File: config.mk
export PLATFORM = sky130hd
export DESIGN_NAME = dsm_segment_stage
export DESIGN_NICKNAME = d
export VERILOG_FILES = /design/src/rtl/dsm_pkg.sv /design/src/rtl/dsm_segment_stage_lod16.sv /design/src/rtl/dsm_segment_stage.sv
export SDC_FILE = /design/constraint.sdc
export NUM_CORES = 1
export LEC_CHECK = 0
export ABC_CLOCK_PERIOD_IN_PS = 5600
export BUFFER_PORTS_ARGS = -buffer_cell sky130_fd_sc_hd__buf_2
export CORE_UTILIZATION = 60
export CTS_BUF_LIST = sky130_fd_sc_hd__clkbuf_16
export DETAILED_ROUTE_END_ITERATION = 7
export GPL_ROUTABILITY_DRIVEN = 0
export PLACE_DENSITY = 0.88
export SETUP_SLACK_MARGIN = 0.5
export SYNTH_ARGS = -nofsm -noshare
export SYNTH_HDL_FRONTEND = slang
export SYNTH_HIERARCHICAL = 1
export SYNTH_SLANG_ARGS = --single-unit
File: constraint.sdc
create_clock -name clk -period 5.6 [get_ports clk]
set_input_delay 1.12 -clock clk [delete_from_list [all_inputs] [get_ports clk]]
set_output_delay 1.12 -clock clk [all_outputs]
set_load 0.005 [all_outputs]
File: src/rtl/dsm_pkg.sv
// Shared widths, per-operand segment result type and the segment extraction helper
// for the dynamic-segment multiplier front end.
package dsm_pkg;

    localparam int WIDTH = 16;
    localparam int SEG   = 8;
    localparam int SHW   = 4;

    typedef struct packed {
        logic [SEG-1:0] seg;
        logic [SHW-1:0] shift;
        logic           sel;
        logic           zero_x;
        logic           trunc_x;
    } seg_res_t;

    // Window of SEG bits ending at the leading one; any bits shifted out set the
    // segment LSB so the approximate product is biased toward the true value.
    function automatic seg_res_t seg_extract(input logic [WIDTH-1:0] x,
                                             input logic [SHW-1:0]   p,
                                             input logic             nz);
        seg_res_t         r;
        logic [WIDTH-1:0] w_sh;
        logic [WIDTH-1:0] w_mask;
        r      = '0;
        w_sh   = '0;
        w_mask = '0;
        if (nz) begin
            if (p >= SHW'(SEG)) begin
                r.shift = p - SHW'(SEG - 1);
            end
            w_sh      = x >> r.shift;
            w_mask    = ~({WIDTH{1'b1}} << r.shift);
            r.seg     = w_sh[SEG-1:0];
            r.trunc_x = |(x & w_mask);
            r.seg[0]  = r.seg[0] | r.trunc_x;
            r.sel     = (r.shift != '0);
        end else begin
            r.zero_x  = 1'b1;
        end
        return r;
    endfunction

endpackage

File: src/rtl/dsm_segment_stage_lod16.sv
// Combinational leading-one detector: p is the index of the highest set bit of x,
// nz flags a nonzero input (p is 0 when x is 0).
module lod16
    import dsm_pkg::*;
(
    input  logic [WIDTH-1:0] x,
    output logic [SHW-1:0]   p,
    output logic             nz
);

    always_comb begin
        p  = '0;
        nz = |x;
        for (int i = 0; i < WIDTH; i++) begin
            if (x[i]) begin
                p = SHW'(i);
            end
        end
    end

endmodule

File: src/rtl/dsm_segment_stage.sv
// Operand segmentation front end: 2 registered stages (operands, then segments); 2-cycle latency.
// Each stage loads when empty or draining; in_ready is combinational from out_ready.
module dsm_segment_stage #(
    parameter int WIDTH = 16,
    parameter int SEG   = 8
) (
    input  logic             clk,
    input  logic             rst_n,
    input  logic             in_valid,
    output logic             in_ready,
    input  logic [WIDTH-1:0] a,
    input  logic [WIDTH-1:0] b,
    output logic             out_valid,
    input  logic             out_ready,
    output logic [SEG-1:0]   seg_a,
    output logic [SEG-1:0]   seg_b,
    output logic [3:0]       shift_a,
    output logic [3:0]       shift_b,
    output logic             sel_a,
    output logic             sel_b,
    output logic             zero,
    output logic             trunc
);
    import dsm_pkg::SHW;
    import dsm_pkg::seg_res_t;
    import dsm_pkg::seg_extract;

    logic             r_s1_v;
    logic             r_s2_v;
    logic [WIDTH-1:0] r_a;
    logic [WIDTH-1:0] r_b;
    seg_res_t         r_res_a;
    seg_res_t         r_res_b;

    logic             w_s1_load;
    logic             w_s2_load;
    logic [SHW-1:0]   w_p_a;
    logic [SHW-1:0]   w_p_b;
    logic             w_nz_a;
    logic             w_nz_b;
    seg_res_t         w_res_a;
    seg_res_t         w_res_b;

    // Stage 1 may refill whenever stage 2 is pulling its contents this cycle.
    assign w_s2_load = ~r_s2_v | out_ready;
    assign w_s1_load = ~r_s1_v | w_s2_load;
    assign in_ready  = w_s1_load;

    lod16 u_lod_a (
        .x  (r_a),
        .p  (w_p_a),
        .nz (w_nz_a)
    );

    lod16 u_lod_b (
        .x  (r_b),
        .p  (w_p_b),
        .nz (w_nz_b)
    );

    always_comb begin
        w_res_a = seg_extract(r_a, w_p_a, w_nz_a);
        w_res_b = seg_extract(r_b, w_p_b, w_nz_b);
    end

    always_ff @(posedge clk or negedge rst_n) begin
        if (!rst_n) begin
            r_s1_v  <= 1'b0;
            r_s2_v  <= 1'b0;
            r_a     <= '0;
            r_b     <= '0;
            r_res_a <= '0;
            r_res_b <= '0;
        end else begin
            if (w_s2_load) begin
                r_s2_v <= r_s1_v;
                if (r_s1_v) begin
                    r_res_a <= w_res_a;
                    r_res_b <= w_res_b;
                end
            end
            if (w_s1_load) begin
                r_s1_v <= in_valid;
                if (in_valid) begin
                    r_a <= a;
                    r_b <= b;
                end
            end
        end
    end

    assign out_valid = r_s2_v;
    assign seg_a     = r_res_a.seg;
    assign seg_b     = r_res_b.seg;
    assign shift_a   = r_res_a.shift;
    assign shift_b   = r_res_b.shift;
    assign sel_a     = r_res_a.sel;
    assign sel_b     = r_res_b.sel;
    assign zero      = r_res_a.zero_x | r_res_b.zero_x;
    assign trunc     = r_res_a.trunc_x | r_res_b.trunc_x;

endmodule

==> results of run 1 <==
## power by group through the flow
| stage | registers (uW) | logic [uW] | clock network (uW) |
|---|---|---|---|
| floorplan | 661 | 781 | 0 |
| global placement | 695 | 846 | 0 |
| detailed placement | 703 | 878 | 0 |
| CTS | 695 | 891 | 483 |
| global route | 715 | 986 | 509 |
| finish | 699 | 909 | 476 |
## sequential cells by signal, summed over array words and instances (netlist names)
name	count
sel_a	1
sel_b	1
seg_b	8
seg_a	8
r_s1_v	1
r_res_b	2
r_a	16
shift_a	4
r_res_a	2
out_valid	1
r_b	16
shift_b	4
## layer usage
metal  vias up  part of all wire [%]  global-route usage, %  wire length, um
li1       1810                     -                      -                -
met1      1850                    43                  43.96             4721
met2       292                    43                  41.54             4736
met3        40                    11                  4.986             1191
met4         0                   3.0                  14.14              330
met5         -                     0                      0                0
## worst paths after layout
check	from	to	slack (ns)	cells after the start
setup / recovery	r_a[5]$_DFFE_PN0P_	seg_a[1]$_DFFE_PN0P_	1.20	10
hold / removal	shift_b[3]$_DFFE_PN0P_	shift_b[3]$_DFFE_PN0P_	0.47	2
setup reg to reg	r_a[5]$_DFFE_PN0P_	seg_a[1]$_DFFE_PN0P_	1.20	10
hold reg to reg	shift_b[3]$_DFFE_PN0P_	shift_b[3]$_DFFE_PN0P_	0.47	2
max in group asynchronous	rst_n	r_a[10]$_DFFE_PN0P_	4.14	2
min in group asynchronous	rst_n	seg_b[3]$_DFFE_PN0P_	0.96	2
## cell families (layout without fill, tap and decap cells)
group / after synthesis / in the layout / synth area share [%]
buffers and inverters: 63 / 94 / 8.294
xor gates and xnor gates: 2 / 2 / 0.3859
adders and majority gates: 4 / 4 / 1.102
AOI/OAI and AO/OA: 118 / 118 / 17.75
muxes: 69 / 69 / 20.01
and+or+nand+nor: 158 / 158 / 17.19
DFF: 64 / 64 / 35.27
## layout make-up
| type | instances | area share, % |
|---|---|---|
| multi-input cells | 351 | 51.98 |
| flip-flops and latches | 64 | 32.49 |
| repair buffers | 68 | 7.056 |
| clock buffers | 9 | 4.569 |
| well taps | 99 | 2.513 |
| inverters | 10 | 0.7614 |
| clock inverters | 7 | 0.6345 |
## synthesized netlist by cell type (all sizes together), types with 2 or more instances
| cell | count | area share (%) |
|---|---|---|
| nand2b | 10 | 1.5 |
| a21oi | 25 | 2.8 |
| o21ai | 22 | 2.4 |
| nand4 | 2 | 0.28 |
| nand3 | 11 | 1.2 |
| a211oi | 4 | 0.66 |
| mux2i | 21 | 4.6 |
| a21o | 4 | 0.66 |
| nand2 | 55 | 4.5 |
| a21boi | 4 | 0.66 |
| and2 | 4 | 0.61 |
| inv | 10 | 0.83 |
| buf | 43 | 6.6 |
| clkbuf | 10 | 0.83 |
| a221o | 3 | 0.66 |
| nor2b | 8 | 1.1 |
| o211ai | 4 | 0.77 |
| o31ai | 10 | 1.7 |
| or2 | 4 | 0.55 |
| nor2 | 33 | 2.7 |
| a31oi | 9 | 1.2 |
| ha | 4 | 1.1 |
| a22oi | 5 | 0.83 |
| nor4 | 5 | 0.96 |
| or4b | 2 | 0.44 |
| and2b | 2 | 0.39 |
| o22ai | 4 | 0.55 |
| dfrtp | 64 | 35 |
| mux4 | 14 | 6.9 |
| mux2 | 34 | 8.4 |
| xor2 | 2 | 0.39 |
| a311oi | 5 | 0.96 |
| a41oi | 2 | 0.39 |
| and3 | 2 | 0.28 |
| a211o | 5 | 0.96 |
| or3b | 2 | 0.39 |
| a2111oi | 2 | 0.39 |
| nor3 | 15 | 1.7 |
## metrics by stage
stage | area, um^2 | std cells
after CTS | 4930 | 608
final | 4930 | 608
after global routing | 4930 | 608
after global placement | 4673 | 592
after detailed placement | 4673 | 592
after floorplan | 4541 | 478
## critical path, delay by kind of cell, from the launching register on
| family | cells | cell delay, ns |
|---|---|---|
| muxes | 1 | 0.60 |
| and+or+nand+nor | 3 | 0.74 |
| adders and majority gates | 1 | 0.62 |
| buffers and inverters | 1 | 0.21 |
| DFF | 1 | 0.54 |
| AOI/OAI and AO/OA | 4 | 1.55 |
==> results by group, run 1 <==
Global route
  – Vias in the first global route: 3542
  – Initial antenna violation count: 0
  – Largest net degree at the start of global routing: 65
  – Overflow after GRT: 0
  – First-pass GRT wire length: 17660 um
  – Total global-route track usage: 29.39%

Routing
  – DR DRC count: 0
  – ANT nets after route: 0
  – Via count: 3992
  – DRT Pass-1 Iters: 5
  – Drt initial violations: 611
  – Post-Route WL: 10980 um
  – Routed len/inst: 18.06 um
  – Vias per cell: 6.566

Timing
  – Final setup violation count: 0
  – Endpoints failing hold: 0
  – Period utilization: 78.57%
  – Peak Freq: 0.2273 GHz
  – Fin Setup TNS: 0 ns
  – RSZ-0062 raised after global routing: no
  – Final Max Tran Viols: 0
  – Setup Skew: 0.003814 ns
  – Clock period minus worst slack: 4.400 ns
  – Worst slew pin tran: 1.024 ns
  – Slew headroom: 31.75%
  – Final Hold Slack: 0.4677 ns
  – Final worst setup slack: 1.200 ns

CTS
  – Cts repair resizes: 0
  – Worst skew pair latency: 0.33 ns
  – Clock slew at reported path FFs: 0.05 ns
  – Post-CTS Repair Setup Buffers: 0
  – CTS tree: done
  – CTS root buf: clkbuf_16
  – TritonCTS Sinks: 64
  – Total CTS buffers: 9
  – Clock Tree Buf Depth: 2
  – CTS Hold Buffers Added: 0
  – H-tree depth: 3

Worst setup path
  – CP Max Fanout: 14
  – Crit start category: flop
  – CP cell instances: nor2_1 -> a221o_1 -> a31oi_1 -> inv_1 -> ha_1 -> and2_1 -> mux4_2 -> a21oi_1 -> nor2_1 -> a211o_1
  – Max incr delay on CP: 0.74 ns
  – CP Class: reg -> reg
  – CP max stage cell: a31oi_1
  – Critical Path RT: 5.81 ns
  – Critical path data arrival time: 4.61 ns
  – Crit-path most repeated cell: nor2_1
  – CP endpoint kind: flop

Final layout
  – Final net count: 544
  – Area Overhead vs Synth: 8.570%
  – Most frequent cells in the layout: buf_2 (65), dfrtp_1 (64), nand2_1 (55)
  – Fillers: 598
  – Commonest non-fill, non-tap cell in the layout: buf_2
  – Multi-input gate area: 2562 um^2
  – Post-layout util: 67.60%
  – Layout cell share with drive strength beyond 1: 27.31%
  – N_diodes: 0
  – Reg area: 1602 um^2

Power
  – Sequential power share: 33.5%
  – IR drop worst, VDD: 0.1936 mV
  – PD cells: 422.6 nW/um^2
  – Power share of the combinational group: 43.6%
  – Internal: 1271 uW
  – Switching pwr: 812.8 uW
  – Pleak: 0.002261 uW
  – Power, Total: 2083 uW
  – Clk pwr share: 22.8%
  – Sw Ratio: 39.01%

Synthesis
  – Post-synth EDFFs: 0
  – Post-synthesis sequential area ratio: 35.27%
  – Flops & latches, synth: 64
  – Synth Flop Type: dfrtp_1
  – Yosys cell types: 61
  – Mapped Area: 4541 um^2
  – Share of synthesized registers carrying an async set or reset: 100.0%
  – Yosys Warn Count: 6
  – Post-synthesis area per instance: 9.499 um^2
  – Net count after synthesis: 518
  – Cells after Synth: 478

Run
  – Maxcap violations: 0

Status
  – Status: finished, final reports clean

Floorplanning
  – Num rows: 31
  – Die Area: 7919 um^2
  – Core Area: 7292 um^2
  – Die Span Y: 88.99 um
  – Die Wd: 88.99 um
  – Io pins: 66
  – Starting Density: 62.27%

Hold path
  – Hold Crit Class: reg -> reg

Place
  – Detailed placement HPWL: 7654 um
  – Port bufs: 65
  – Post-Place Setup Slack: 1.353 ns
Note: power is estimated with default switching activity, not from simulation.
==> inputs of run 2 (changes only) <==
--- a/config.mk
+++ b/config.mk
@@ -5,13 +5,13 @@
 export SDC_FILE = /design/constraint.sdc
 export NUM_CORES = 1
 export LEC_CHECK = 0
-export ABC_CLOCK_PERIOD_IN_PS = 5600
+export ABC_CLOCK_PERIOD_IN_PS = 4000
 export BUFFER_PORTS_ARGS = -buffer_cell sky130_fd_sc_hd__buf_2
-export CORE_UTILIZATION = 60
+export CORE_UTILIZATION = 53
 export CTS_BUF_LIST = sky130_fd_sc_hd__clkbuf_16
 export DETAILED_ROUTE_END_ITERATION = 7
 export GPL_ROUTABILITY_DRIVEN = 0
-export PLACE_DENSITY = 0.88
+export PLACE_DENSITY = 0.83
 export SETUP_SLACK_MARGIN = 0.5
 export SYNTH_ARGS = -nofsm -noshare
 export SYNTH_HDL_FRONTEND = slang
==> constraint.sdc (replaced) <==
create_clock -name clk -period 4 [get_ports clk]
set_input_delay 0.8 -clock clk [delete_from_list [all_inputs] [get_ports clk]]
set_output_delay 0.8 -clock clk [all_outputs]
set_load 0.005 [all_outputs]
==> run 2 against run 1 <==
Compared with the run above:
- maximum frequency is 30% higher
- flip-flop and latch count stayed put
- die area is 13% higher
- global-route usage is 4.8 points lower
- sequential share of layout area is 0.66 points lower
- clock skew is 0.0012 ns higher
- sequential power is 40% higher
- first-iteration DRC count is 18% lower
- critical path type unchanged
- critical endpoint is now seg_b[0]$_DFFE_PN0P_
- largest power group unchanged
==> results by group, run 2 (synthesis gave the netlist of run 1 again) <==
Routing
  – Drt initial violations: 500
  – DRT Pass-1 Iters: 5
  – Routed len/inst: 16.81 um
  – ANT nets after route: 0
  – DR DRC count: 0
  – Vias per cell: 6.348
  – Via count: 3923
  – Post-Route WL: 10390 um

Timing
  – RSZ-0062 raised after global routing: yes
  – Peak Freq: 0.2950 GHz
  – Final setup violation count: 0
  – Fin Setup TNS: 0 ns
  – Final Max Tran Viols: 0
  – Period utilization: 84.75%
  – Setup Skew: 0.005055 ns
  – Slew headroom: 39.45%
  – Worst slew pin tran: 0.9082 ns
  – Endpoints failing hold: 0
  – Clock period minus worst slack: 3.390 ns

Final layout
  – Most frequent cells in the layout: buf_2 (65), dfrtp_1 (63), nand2_1 (54)
  – Top flop regs: r_a (16), r_b (16)
  – Final net count: 548
  – N_diodes: 0
  – Area Overhead vs Synth: 10.91%
  – Post-layout util: 60.98%
  – Layout cell share with drive strength beyond 1: 29.04%
  – Commonest non-fill, non-tap cell in the layout: buf_2
  – Fillers: 687

CTS
  – Worst skew pair latency: 0.33 ns
  – TritonCTS Sinks: 64
  – Clock slew at reported path FFs: 0.05 ns
  – Post-CTS Repair Setup Buffers: 0
  – H-tree depth: 3
  – CTS root buf: clkbuf_16
  – CTS tree: done
  – Cts repair resizes: 0
  – Clock Tree Buf Depth: 2
  – CTS Hold Buffers Added: 0
  – Total CTS buffers: 9

Global route
  – First-pass GRT wire length: 17120 um
  – Grt met3 use: 4.670%
  – Top Usage Layer GRT: met1
  – Vias in the first global route: 3530
  – M2 GR Usage: 34.60%
  – Total global-route track usage: 24.61%
  – Initial antenna violation count: 0
  – Overflow after GRT: 0
  – Largest net degree at the start of global routing: 43
  – GRT met1 Usage: 36.26%

Floorplanning
  – Core Area: 8258 um^2
  – Io pins: 66
  – Die Span Y: 94.56 um
  – Starting Density: 54.98%
  – Die Wd: 94.56 um
  – Die Area: 8942 um^2
  – Num rows: 33

Worst setup path
  – Critical path data arrival time: 3.60 ns
  – CP Max Fanout: 10
  – Critical Path RT: 4.21 ns
  – CP endpoint kind: flop
  – CP Class: reg -> reg
  – Crit start category: flop

Place
  – Port bufs: 65
  – Detailed placement HPWL: 7441 um

Power
  – PD cells: 604.1 nW/um^2
  – Pleak: 0.002299 uW
  – IR drop worst, VDD: 0.3131 mV

Run
  – Maxcap violations: 0

Hold path
  – Hold Crit Class: reg -> reg

Status
  – Status: finished, final reports clean
-- run 2: worst paths after layout --
check,end,startpoint,depth (start not counted),slack [ns]
worst max register to register,seg_b[0]$_DFFE_PN0P_,r_b[2]$_DFFE_PN0P_,11,0.61
worst min-delay path,shift_b[0]$_DFFE_PN0P_,shift_b[0]$_DFFE_PN0P_,2,0.47
worst max-delay path,seg_b[0]$_DFFE_PN0P_,r_b[2]$_DFFE_PN0P_,11,0.61
min in group asynchronous,r_a[11]$_DFFE_PN0P_,rst_n,1,0.60
worst min register to register,shift_b[0]$_DFFE_PN0P_,shift_b[0]$_DFFE_PN0P_,2,0.47
max in group asynchronous,shift_b[0]$_DFFE_PN0P_,rst_n,2,2.58
-- run 2: per-stage QoR --
stage                     hold slack (ns)  setup WS (ns)  cells  cell area, um^2  power (uW)
final                              0.4658         0.6101    618             5036        3042
after global routing               0.4916         0.4505    618             5036        3236
after CTS                          0.4710         0.6809    618             5022        3034
after detailed placement           0.4601         0.7066    602             4711        2209
after global placement             0.4561         0.7204    602             4711        2165
after floorplan                    0.4414         0.7915    478             4541        2019
-- run 2: layout make-up --
class / instances / area, um^2 / area share [%]
repair buffers: 72 / 377.9 / 7.503
inverters: 10 / 37.54 / 0.7453
well taps: 105 / 131.4 / 2.609
flip-flops and latches: 64 / 1603 / 31.83
clock inverters: 7 / 86.33 / 1.714
multi-input cells: 351 / 2575 / 51.13
clock buffers: 9 / 225.2 / 4.472
-- run 2: critical path: stages (launching register included) --
cell      delay [ns]
dfrtp_1         0.46
nand2b_1        0.18
a221o_1         0.30
a31oi_1         0.26
inv_1           0.17
ha_1            0.46
nor2b_1         0.27
a21boi_1        0.12
o32ai_2         0.20
o211ai_1        0.12
o31a_1          0.33
a2111o_1        0.38
-- run 2: per-layer routing --
metal / up-vias / wire [um]
li1: 1817 / -
met1: 1889 / 4826
met2: 194 / 4503
met3: 23 / 867
met4: 0 / 189
met5: - / 0
-- run 2: power breakdown --
group	internal (uW)	total [uW]	leakage [uW]	switching [uW]
sequential	801	980	0.000763	179
combinational	583	1250	0.00138	667
clock	539	811	0.000153	273
